## src/rtl/mem_bus_master_if.sv

```systemverilog
// Command/response and memory-bus signal bundle for mem_bus_master.
// master = bus initiator side, slave = CPU/memory environment side.
interface mem_bus_master_if;
  logic        cmd_valid;
  logic        cmd_ready;
  logic        cmd_rw;
  logic [15:0] cmd_addr;
  logic [15:0] cmd_wdata;
  logic        rsp_valid;
  logic [15:0] rsp_rdata;
  logic        rsp_err;
  logic [15:0] addrs_bus;
  logic        request;
  logic        rw;
  logic [15:0] data_bus_write;
  logic [15:0] data_bus_read;
  logic        wait_;

  modport master (
    input  cmd_valid,
    output cmd_ready,
    input  cmd_rw,
    input  cmd_addr,
    input  cmd_wdata,
    output rsp_valid,
    output rsp_rdata,
    output rsp_err,
    output addrs_bus,
    output request,
    output rw,
    output data_bus_write,
    input  data_bus_read,
    input  wait_
  );

  modport slave (
    output cmd_valid,
    input  cmd_ready,
    output cmd_rw,
    output cmd_addr,
    output cmd_wdata,
    input  rsp_valid,
    input  rsp_rdata,
    input  rsp_err,
    input  addrs_bus,
    input  request,
    input  rw,
    input  data_bus_write,
    output data_bus_read,
    output wait_
  );
endinterface

```

## src/rtl/mem_bus_master.sv

```systemverilog
// Word-wide request/wait_ bus initiator: one command at a time,
// full four-phase handshake with per-phase timeout, then one-cycle response.
module mem_bus_master #(
  parameter int TIMEOUT_CYCLES = 16,
  parameter int TO_W           = 8
) (
  input  logic              clk,
  input  logic              reset,
  mem_bus_master_if.master  bus
);

  typedef enum logic [1:0] {
    IDLE,
    REQ,
    REL,
    RESP
  } state_e;

  localparam logic            TO_EN   = (TIMEOUT_CYCLES != 0);
  localparam logic [TO_W-1:0] TO_LAST = TO_W'(TIMEOUT_CYCLES - 1);

  state_e          state_q;
  logic [TO_W-1:0] cnt_q;
  logic            err_q;
  logic [15:0]     rdata_q;
  logic [15:0]     addr_q;
  logic [15:0]     wdata_q;
  logic            req_q;
  logic            rw_q;
  logic            rdy_q;
  logic            rsp_valid_q;
  logic            rsp_err_q;
  logic [15:0]     rsp_rdata_q;
  logic            to_hit;
  logic            rel_err;

  assign to_hit  = TO_EN && (cnt_q == TO_LAST);
  // A release phase that ends by timeout (wait_ still low) is an error too.
  assign rel_err = err_q | ~bus.wait_;

  always_ff @(posedge clk or posedge reset) begin
    if (reset) begin
      state_q     <= IDLE;
      cnt_q       <= '0;
      err_q       <= 1'b0;
      rdata_q     <= '0;
      addr_q      <= '0;
      wdata_q     <= '0;
      req_q       <= 1'b0;
      rw_q        <= 1'b1;
      rdy_q       <= 1'b1;
      rsp_valid_q <= 1'b0;
      rsp_err_q   <= 1'b0;
      rsp_rdata_q <= '0;
    end else begin
      unique case (state_q)
        IDLE: begin
          if (bus.cmd_valid) begin
            addr_q  <= bus.cmd_addr;
            rw_q    <= bus.cmd_rw;
            wdata_q <= bus.cmd_wdata;
            req_q   <= 1'b1;
            cnt_q   <= '0;
            err_q   <= 1'b0;
            rdy_q   <= 1'b0;
            state_q <= REQ;
          end
        end
        REQ: begin
          if (!bus.wait_) begin
            rdata_q <= rw_q ? bus.data_bus_read : 16'h0000;
            req_q   <= 1'b0;
            cnt_q   <= '0;
            state_q <= REL;
          end else if (to_hit) begin
            rdata_q <= '0;
            req_q   <= 1'b0;
            err_q   <= 1'b1;
            cnt_q   <= '0;
            state_q <= REL;
          end else begin
            cnt_q <= cnt_q + TO_W'(1);
          end
        end
        REL: begin
          if (bus.wait_ || to_hit) begin
            err_q       <= rel_err;
            rsp_valid_q <= 1'b1;
            rsp_err_q   <= rel_err;
            rsp_rdata_q <= rel_err ? 16'h0000 : rdata_q;
            state_q     <= RESP;
          end else begin
            cnt_q <= cnt_q + TO_W'(1);
          end
        end
        RESP: begin
          rsp_valid_q <= 1'b0;
          rw_q        <= 1'b1;
          rdy_q       <= 1'b1;
          state_q     <= IDLE;
        end
        default: begin
          state_q <= IDLE;
        end
      endcase
    end
  end

  assign bus.cmd_ready      = rdy_q;
  assign bus.rsp_valid      = rsp_valid_q;
  assign bus.rsp_rdata      = rsp_rdata_q;
  assign bus.rsp_err        = rsp_err_q;
  assign bus.addrs_bus      = addr_q;
  assign bus.request        = req_q;
  assign bus.rw             = rw_q;
  assign bus.data_bus_write = wdata_q;

endmodule

```

## src/flat_wrapper.sv

```systemverilog
// flat-port wrapper written by rule: the top's interface ports become plain ports
module mem_bus_master_flat 
#(
  parameter int TIMEOUT_CYCLES = 16,
  parameter int TO_W           = 8
)
  (clk, reset, bus_cmd_valid, bus_cmd_ready, bus_cmd_rw, bus_cmd_addr, bus_cmd_wdata, bus_rsp_valid, bus_rsp_rdata, bus_rsp_err, bus_addrs_bus, bus_request, bus_rw, bus_data_bus_write, bus_data_bus_read, bus_wait_);
  mem_bus_master_if bus_i ();
  input  logic clk;
  input  logic reset;
  input wire logic [$bits(bus_i.cmd_valid)-1:0] bus_cmd_valid;
  output wire logic [$bits(bus_i.cmd_ready)-1:0] bus_cmd_ready;
  input wire logic [$bits(bus_i.cmd_rw)-1:0] bus_cmd_rw;
  input wire logic [$bits(bus_i.cmd_addr)-1:0] bus_cmd_addr;
  input wire logic [$bits(bus_i.cmd_wdata)-1:0] bus_cmd_wdata;
  output wire logic [$bits(bus_i.rsp_valid)-1:0] bus_rsp_valid;
  output wire logic [$bits(bus_i.rsp_rdata)-1:0] bus_rsp_rdata;
  output wire logic [$bits(bus_i.rsp_err)-1:0] bus_rsp_err;
  output wire logic [$bits(bus_i.addrs_bus)-1:0] bus_addrs_bus;
  output wire logic [$bits(bus_i.request)-1:0] bus_request;
  output wire logic [$bits(bus_i.rw)-1:0] bus_rw;
  output wire logic [$bits(bus_i.data_bus_write)-1:0] bus_data_bus_write;
  input wire logic [$bits(bus_i.data_bus_read)-1:0] bus_data_bus_read;
  input wire logic [$bits(bus_i.wait_)-1:0] bus_wait_;
  assign bus_i.cmd_valid = bus_cmd_valid;
  assign bus_cmd_ready = bus_i.cmd_ready;
  assign bus_i.cmd_rw = bus_cmd_rw;
  assign bus_i.cmd_addr = bus_cmd_addr;
  assign bus_i.cmd_wdata = bus_cmd_wdata;
  assign bus_rsp_valid = bus_i.rsp_valid;
  assign bus_rsp_rdata = bus_i.rsp_rdata;
  assign bus_rsp_err = bus_i.rsp_err;
  assign bus_addrs_bus = bus_i.addrs_bus;
  assign bus_request = bus_i.request;
  assign bus_rw = bus_i.rw;
  assign bus_data_bus_write = bus_i.data_bus_write;
  assign bus_i.data_bus_read = bus_data_bus_read;
  assign bus_i.wait_ = bus_wait_;
  mem_bus_master #(.TIMEOUT_CYCLES(TIMEOUT_CYCLES), .TO_W(TO_W)) u_core (.clk(clk), .reset(reset), .bus(bus_i));
endmodule
```

## config.mk

```make
export PLATFORM = sky130hd
export DESIGN_NAME = mem_bus_master_flat
export DESIGN_NICKNAME = d
export VERILOG_FILES = /design/src/rtl/mem_bus_master_if.sv /design/src/rtl/mem_bus_master.sv /design/src/flat_wrapper.sv
export SDC_FILE = /design/constraint.sdc
export NUM_CORES = 1
export LEC_CHECK = 0
export CAP_MARGIN = 10
export CORE_ASPECT_RATIO = 1.75
export CORE_MARGIN = 2
export CORE_UTILIZATION = 25
export DETAILED_ROUTE_END_ITERATION = 16
export GPL_TIMING_DRIVEN = 0
export MAX_ROUTING_LAYER = met4
export SYNTH_ARGS = -nofsm -noshare
export SYNTH_HDL_FRONTEND = slang
export SYNTH_SLANG_ARGS = --single-unit
```

## constraint.sdc

```tcl
create_clock -name clk -period 3.95 [get_ports clk]
set_clock_uncertainty 0.15 [all_clocks]
set_input_delay 0.79 -clock clk [delete_from_list [all_inputs] [get_ports clk]]
set_output_delay 0.79 -clock clk [all_outputs]
set_load 0.03 [all_outputs]
```

==> flow_summary.ini, run 1 <==
[final_layout]
n_fill_cell = 1300
antennaDiodeCount = 0
layout_common_cells = 104 x clkdlybuf4s50_1, 78 x dfrtp_1, 36 x nand2_1
multi_input_area_mm2 = 0.00129
layout.area.seq_mm2 = 0.00200
nets = 460
syn2layout_area_growth_pct = 46.2
final_util_pct = 37.4
drive_gt1_share_pct = 17.2
final_common_cell = clkdlybuf4s50_1

[grt]
grt_pass1_wl_um = 14100
grt-ovfl-total = 0
grtUsageTotal_pct = 12.5
grt_max_degree = 73
grt_pass1_vias = 2779
antenna_found_initial = 0

[worst_hold_path]
hp-start = u_core.bus.rsp_rdata[8]
hp-class = reg2reg

[die]
fp.coreArea_mm2 = 0.0134
initial_core_util_pct = 25.6
die_y_um = 159
die_area_mm2 = 0.0147
die_w_um = 92.5
ios = 106
placement_rows = 56

[sta]
fin_crit_ns = 2.50
setup_ws_ns = 1.45
grt_setup_unrepaired = no
max_slew_margin_pct = 62.5
worst_pin_slew_ns = 0.563
max_freq_mhz = 400
period_share_pct = 63.3
setup_viol = 0
hold_viol_final = 0
slew_viol_final = 0

[yosys]
synth_cell_types = 44
syn_area_per_cell_um2 = 12.0
yosysSeqAreaShare_pct = 58.5
netlist_instances = 286
synth_top_flop_cell = dfrtp_1
synth_fp_nets = 344
async_flop_share_pct = 100
synthesis.area_mm2 = 0.00343
synth-edff-count = 0
yosys_warnings = 0
yosys_register_bits = 80

[route]
ant_nets = 0
routed_wl_um = 8730
wl_per_cell_um = 15.0
drt_iter0_drc = 85
drc = 0
vias = 2657
dr.pass1.iters = 4
vias_per_cell = 4.57

[critical_path]
critical_path_class = reg2out
worst-path-max-fanout = 3
endpoint_kind = primary output
slowest_delay_ns = 0.68
worstReg2RegStart = u_core.state_q[0]
rrSetupSlack_ns = 1.67
critPathSlowestCell = clkdlybuf4s50_1
cp.arrival_ns = 1.56
cpLargestDelayFamily = buffers and inverters
cp-start-kind = register
cp.required_ns = 3.01
path_cells = clkdlybuf4s50_1
path_buf_inv = 1
worstSetupStartpoint = u_core.bus.cmd_ready

[clocking]
cts_hold_buf = 0
cts_root_buffer = clkbuf_16
clock_latency_ns = 0.33
postCtsSetupRepairBufs = 0
cts_buffers = 9
cts_resized = 0
cts.htree.levels = 3
cts_buffer_depth = 2
clkTransAtPathRegs_ns = 0.06
cts_tree = done
clock_sinks = 80

[job]
drv_cap = 0

[placement]
place.gp.congestion = 0.757
dp_hpwl_um = 6440
numPortBuffers = 104
post-place-ws_ns = 1.04

[pwr]
peakVddDrop_uv = 282
p_leak_nw = 2.16
p_per_area_mw_per_mm2 = 824

[run_status]
status = finished, final reports clean
area by class of cell:
type / count / share of cell area, %
multi-input combinational: 177 / 25.8
buffer: 18 / 1.77
clock inverter: 7 / 1.40
inverter: 11 / 0.874
timing repair buffer: 105 / 21.3
sequential: 80 / 40.0
tap: 174 / 4.35
clock buffer: 9 / 4.50
where the power goes:
| part | switching (mW) | leakage, nW | internal [mW] |
|---|---|---|---|
| Clock | 0.341 | 0.146 | 0.489 |
| Combinational | 1.07 | 1.02 | 0.883 |
| Sequential | 0.182 | 0.999 | 1.16 |
| Total | 1.59 | 2.16 | 2.53 |
stage by stage:
step / hold WS [ns] / area, um2 / setup TNS, ns / std cells / total power, mW
after floorplan: 0.317 / 3430 / 0 / 286 / 2.56
after global placement: 0.308 / 4680 / -26.19 / 564 / 3.28
after detailed placement: 0.309 / 4710 / 0 / 565 / 3.33
after CTS: 0.324 / 5010 / 0 / 581 / 4.18
after global routing: 0.346 / 5010 / 0 / 581 / 4.35
final: 0.316 / 5010 / 0 / 581 / 4.13
final timing paths:
path,end,cells past startpoint
setup / recovery,bus_cmd_ready,1
hold / removal,u_core.bus.rsp_rdata[8],2
setup reg to reg,u_core.bus.addrs_bus[1],6
hold reg to reg,u_core.bus.rsp_rdata[8],2
max in group asynchronous,u_core.bus.cmd_ready,3
min in group asynchronous,u_core.bus.data_bus_write[14],2
synth_stat cells (3+ instances only):
library cell,n,share of area [%]
nand3_1,20,2.9
buf_2,8,1.2
o22ai_1,3,0.55
or3_1,3,0.55
mux2_2,33,11
a32o_1,3,0.88
dfrtp_1,78,57
o21ai_0,7,1.0
nand2_1,36,3.9
mux2i_1,3,0.88
o2bb2ai_1,3,0.77
ha_1,5,1.8
clkbuf_1,6,0.66
nor2_1,6,0.66
inv_1,11,1.2
a21oi_1,5,0.73
a22o_1,18,4.6
registers in the layout, indices dropped and copies added, names as in the netlist:
| signal | count |
|---|---|
| u_core.bus.rsp_valid | 1 |
| u_core.state_q | 2 |
| u_core.bus.data_bus_write | 16 |
| u_core.cnt_q | 8 |
| u_core.rdata_q | 16 |
| u_core.bus.rw | 1 |
| u_core.bus.rsp_err | 1 |
| u_core.bus.rsp_rdata | 16 |
| u_core.bus.addrs_bus | 16 |
| u_core.err_q | 1 |
| u_core.bus.cmd_ready | 1 |
| u_core.bus.request | 1 |
routing by layer:
| layer | up-vias | global-route usage, % | routed length (um) | share of wire, % |
|---|---|---|---|---|
| li1 | 1251 | - | - | - |
| met1 | 1325 | 13.2 | 3570 | 41 |
| met2 | 66 | 22.0 | 4670 | 54 |
| met3 | 15 | 2.42 | 294 | 3.4 |
| met4 | 0 | 5.63 | 196 | 2.2 |
| met5 | - | - | 0 | 0 |
cells by family (layout without fill, tap and decap cells):
family          count (synthesis)  after routing  share of synthesized area, %
compound gates                 54             54                          12.6
fa+ha+maj                       5              5                          1.83
buf+inv                        29            150                          3.80
flops                          80             80                          58.5
mux                            36             36                          11.7
simple gates                   82             82                          11.6
No activity file was read; power rests on OpenSTA's default activity.
==> inputs of run 2 (changes only) <==
==> constraint.sdc (replaced) <==
create_clock -name clk -period 2.43 [get_ports clk]
set_clock_uncertainty 0.15 [all_clocks]
set_input_delay 0.486 -clock clk [delete_from_list [all_inputs] [get_ports clk]]
set_output_delay 0.486 -clock clk [all_outputs]
set_load 0.03 [all_outputs]
==> flow_summary.ini, run 2 (synthesis gave the netlist of run 1 again) <==
[run_status]
status = finished, final reports clean

[route]
wl_met3_um = 401
drt_iter0_drc = 113
vias_per_cell = 4.65
routed_wl_um = 8880
drc = 0
dr_wl_met2_um = 4860
top_layer_used = met4
dr.pass1.iters = 4
vias = 2706
wl_per_cell_um = 15.3
m1WireLength_um = 3340
ant_nets = 0

[pwr]
total_power_mw = 6.70
p_leak_nw = 2.17
p_per_area_mw_per_mm2 = 1330
peakVddDrop_uv = 443

[grt]
grtUsageTotal_pct = 13.0
grt-ovfl-total = 0
grt_max_degree = 38
antenna_found_initial = 0
grt_pass1_vias = 2835
grt_pass1_wl_um = 14600

[clocking]
cts_hold_buf = 0
cts.htree.levels = 3
clkTransAtPathRegs_ns = 0.06
cts_buffers = 9
clock_latency_ns = 0.33
clock_sinks = 80
postCtsSetupRepairBufs = 0
cts_root_buffer = clkbuf_16
cts_buffer_depth = 2
cts_tree = done

[sta]
max_freq_mhz = 456
fin_tns_setup_ns = 0
slew_viol_final = 0
setup_viol = 0
setup_ws_ns = 0.238
max_slew_margin_pct = 66.8
fin_crit_ns = 2.19
worst_pin_slew_ns = 0.496
hold_viol_final = 0
grt_setup_unrepaired = no
period_share_pct = 90.2

[critical_path]
slowest_delay_ns = 0.68
worst-path-max-fanout = 3
critical_path_class = reg2out
cp.required_ns = 1.79
cpLargestDelayFamily = buffers and inverters
endpoint_kind = primary output
path_buf_inv = 1
cp-start-kind = register
cp.arrival_ns = 1.56
path_cells = clkdlybuf4s50_1
critPathSlowestCell = clkdlybuf4s50_1

[final_layout]
antennaDiodeCount = 0
drive_gt1_share_pct = 17.6
stdcell_area_mm2 = 0.00502
final_common_cell = clkdlybuf4s50_1
layout_common_cells = 104 x clkdlybuf4s50_1, 78 x dfrtp_1, 36 x nand2_1
n_fill_cell = 1308
nets = 461
syn2layout_area_growth_pct = 46.5

[die]
initial_core_util_pct = 25.6
fp.coreArea_mm2 = 0.0134
die_area_mm2 = 0.0147
die_w_um = 92.5
die_y_um = 159
ios = 106
placement_rows = 56

[job]
drv_cap = 0

[worst_hold_path]
hp-class = reg2reg

[placement]
placed_area_mm2 = 0.00473
dp_hpwl_um = 6740
post-place-ws_ns = -0.160
numPortBuffers = 104
place.gp.congestion = 0.748
[run 2: final timing paths]
check | cells after the start | to | slack [ns] | from
hold reg to reg | 2 | u_core.bus.rsp_rdata[10] | 0.31 | u_core.bus.rsp_rdata[10]
max in group asynchronous | 3 | u_core.bus.cmd_ready | 1.26 | reset
setup / recovery | 1 | bus_cmd_ready | 0.24 | u_core.bus.cmd_ready
setup reg to reg | 7 | u_core.cnt_q[4] | 0.25 | u_core.state_q[0]
hold / removal | 2 | u_core.bus.rsp_rdata[10] | 0.31 | u_core.bus.rsp_rdata[10]
min in group asynchronous | 2 | u_core.bus.data_bus_write[8] | 0.33 | reset
[run 2: routing by layer]
metal / vias to the layer above / global-route usage, %
li1: 1255 / -
met1: 1357 / 13.9
met2: 76 / 22.7
met3: 18 / 2.66
met4: 0 / 6.24
met5: - / -
[run 2: report_power, final]
part,switching (mW),internal [mW]
sequential,0.298,1.89
combinational,1.75,1.44
clock,0.535,0.786
[run 2: area by class of cell]
class,count,area (um2),area share (%)
buffer,18,90.1,1.80
clock buffer,9,225,4.49
clock inverter,7,62.6,1.25
inverter,11,45.0,0.898
multi-input combinational,177,1290,25.7
sequential,80,2000,40.0
tap,174,218,4.34
timing repair buffer,106,1080,21.5
[run 2: stage by stage]
step / utilization, % / std cells / hold WS, ns
after global placement: 35.0 / 564 / 0.308
after CTS: 37.5 / 582 / 0.319
final: 37.5 / 582 / 0.313
after global routing: 37.5 / 582 / 0.339
after detailed placement: 35.3 / 566 / 0.306
after floorplan: - / 286 / 0.317
[run 2: what timing repair did]
action,4_1_cts,5_1_grt
hold endpoints to repair,0,0
endpoints found under the setup margin,0,7
gates resized for setup,0,2
==> inputs of run 3 (changes only) <==
--- a/config.mk
+++ b/config.mk
@@ -9,6 +9,8 @@
 export CORE_ASPECT_RATIO = 1.75
 export CORE_MARGIN = 2
 export CORE_UTILIZATION = 25
+export CTS_CLUSTER_DIAMETER = 100
+export CTS_CLUSTER_SIZE = 40
 export DETAILED_ROUTE_END_ITERATION = 16
 export GPL_TIMING_DRIVEN = 0
 export MAX_ROUTING_LAYER = met4
==> constraint.sdc (replaced) <==
create_clock -name clk -period 2.1 [get_ports clk]
set_clock_uncertainty 0.15 [all_clocks]
set_input_delay 0.42 -clock clk [delete_from_list [all_inputs] [get_ports clk]]
set_output_delay 0.42 -clock clk [all_outputs]
set_load 0.03 [all_outputs]
==> flow_summary.ini, run 3 (synthesis gave the netlist of run 1 again) <==
[die]
initial_core_util_pct = 25.6
placement_rows = 56
ios = 106
die_area_mm2 = 0.0147
die_y_um = 159
die_w_um = 92.5
fp.coreArea_mm2 = 0.0134

[route]
routed_wl_um = 8950
wl_per_cell_um = 15.3
drt_iter0_drc = 107
vias_per_cell = 4.64
drc = 0
vias = 2713
ant_nets = 0
dr.pass1.iters = 4

[critical_path]
path_cells = buf_4 -> ha_2 -> nor3_1 -> or3_1 -> o41ai_2 -> a32o_1
r2r-end = u_core.cnt_q[7]
worstReg2RegStart = u_core.state_q[0]
worst-path-max-fanout = 9
cp.required_ns = 2.17
slowest_delay_ns = 0.47
critical_path_class = reg2reg
cp.arrival_ns = 2.12
r2r_cells = 6
endpoint_kind = register
cp-start-kind = register
critPathSlowestCell = nor3_1
rrSetupSlack_ns = 0.05

[sta]
fin_crit_ns = 2.05
hold_viol_final = 0
setup_viol = 0
slew_viol_final = 0
worst_pin_slew_ns = 0.528
grt_setup_unrepaired = yes
max_slew_margin_pct = 64.6
period_share_pct = 97.4
holdWs_ns = 0.266
max_freq_mhz = 489

[clocking]
cts_root_buffer = clkbuf_16
clkTransAtPathRegs_ns = 0.06
cts_tree = done
clock_sinks = 80
clock_latency_ns = 0.33
cts_buffers = 9
cts.htree.levels = 3
cts_buffer_depth = 2
cts_hold_buf = 0

[final_layout]
layout_common_cells = 102 x clkdlybuf4s50_1, 78 x dfrtp_1, 35 x nand2_1
drive_gt1_share_pct = 21.7
antennaDiodeCount = 0
final_common_cell = clkdlybuf4s50_1
n_fill_cell = 1309
syn2layout_area_growth_pct = 48.8
nets = 464

[run_status]
status = finished, final reports clean

[grt]
grt_pass1_wl_um = 14600
use_met1_pct = 14.0
grtUsageTotal_pct = 13.1
grt_pass1_vias = 2839
grtUsageMet2_pct = 22.8
busiest_layer = met2
use_met3_pct = 2.70
grt_max_degree = 38
grt-ovfl-total = 0
antenna_found_initial = 0

[pwr]
p_leak_nw = 2.20
p_per_area_mw_per_mm2 = 1540
peakVddDrop_uv = 493
total_power_mw = 7.86

[worst_hold_path]
hp-class = in2async

[placement]
numPortBuffers = 104
dp_hpwl_um = 6740
place.gp.congestion = 0.748

[job]
drv_cap = 0
## run 3: cell count changes in the layout (fill, tap and decap cells not counted), moves of 2 or more
cell / previous run / this run
clkdlybuf4s50_1: 104 / 102
dlygate4sd2_1: 0 / 2
ha_2: 0 / 3
buf_4: 1 / 7
clkbuf_1: 5 / 2
ha_1: 5 / 2
## run 3: how the worst max path moves through the flow
stage,start,to,slack (ns),cells after the start
2_1_floorplan,u_core.state_q[0],u_core.cnt_q[7],0.16,8
3_3_place_gp,bus_cmd_valid,u_core.bus.addrs_bus[1],-0.40,4
3_5_place_dp,bus_cmd_valid,u_core.bus.addrs_bus[2],-0.42,4
4_1_cts,u_core.cnt_q[0],u_core.cnt_q[6],0.03,7
5_1_grt,u_core.state_q[0],u_core.cnt_q[7],-0.01,7
6_report,u_core.state_q[0],u_core.cnt_q[7],0.05,6
## run 3: repair_timing
item / in CTS / in global routing
buffers inserted: 0 / 5
resized for setup: 7 / 15
pin swaps: 0 / 3
endpoints found under the setup margin: 47 / 40
## run 3: worst max-delay path, delay by kind of cell (launching register included)
family / cells / cell delay, ns
AND/OR/NAND/NOR: 2 / 0.67
adder cells (fa/ha/maj): 1 / 0.24
flip-flops: 1 / 0.40
AO/OA/AOI/OAI: 2 / 0.34
buffers and inverters: 1 / 0.14
## run 3: per-stage QoR
step | util (%) | TNS [ns] | setup slack (ns) | cells | area, um2
floorplan | - | 0 | 0.156 | 286 | 3430
global placement | 35.0 | -29.32 | -0.405 | 564 | 4690
detailed placement | 35.3 | -8.00 | -0.424 | 566 | 4730
CTS | 37.5 | 0 | 0.0260 | 580 | 5020
global route | 38.1 | -0.0190 | -0.0148 | 585 | 5100
finish | 38.1 | 0 | 0.0537 | 585 | 5100
## run 3: report_power, final
group | internal [mW] | switching (mW)
logic | 1.75 | 2.07
registers | 2.19 | 0.333
clock network | 0.909 | 0.612
total | 4.84 | 3.01
## run 3: final cells by class
type / count / area (um2) / share of cell area, %
flip-flops and latches: 80 / 2000 / 39.3
multi-input cells: 177 / 1330 / 26.1
repair buffers: 111 / 1120 / 21.9
clock buffers: 9 / 225 / 4.42
well taps: 174 / 218 / 4.27
plain buffers: 16 / 93.8 / 1.84
clock inverters: 7 / 62.6 / 1.23
inverters: 11 / 45.0 / 0.884
## run 3: layer usage
metal | wire [um] | vias to the layer above | part of all wire [%]
li1 | - | 1263 | -
met1 | 3450 | 1354 | 39
met2 | 4930 | 79 | 55
met3 | 352 | 17 | 3.9
met4 | 218 | 0 | 2.4
met5 | 0 | - | 0
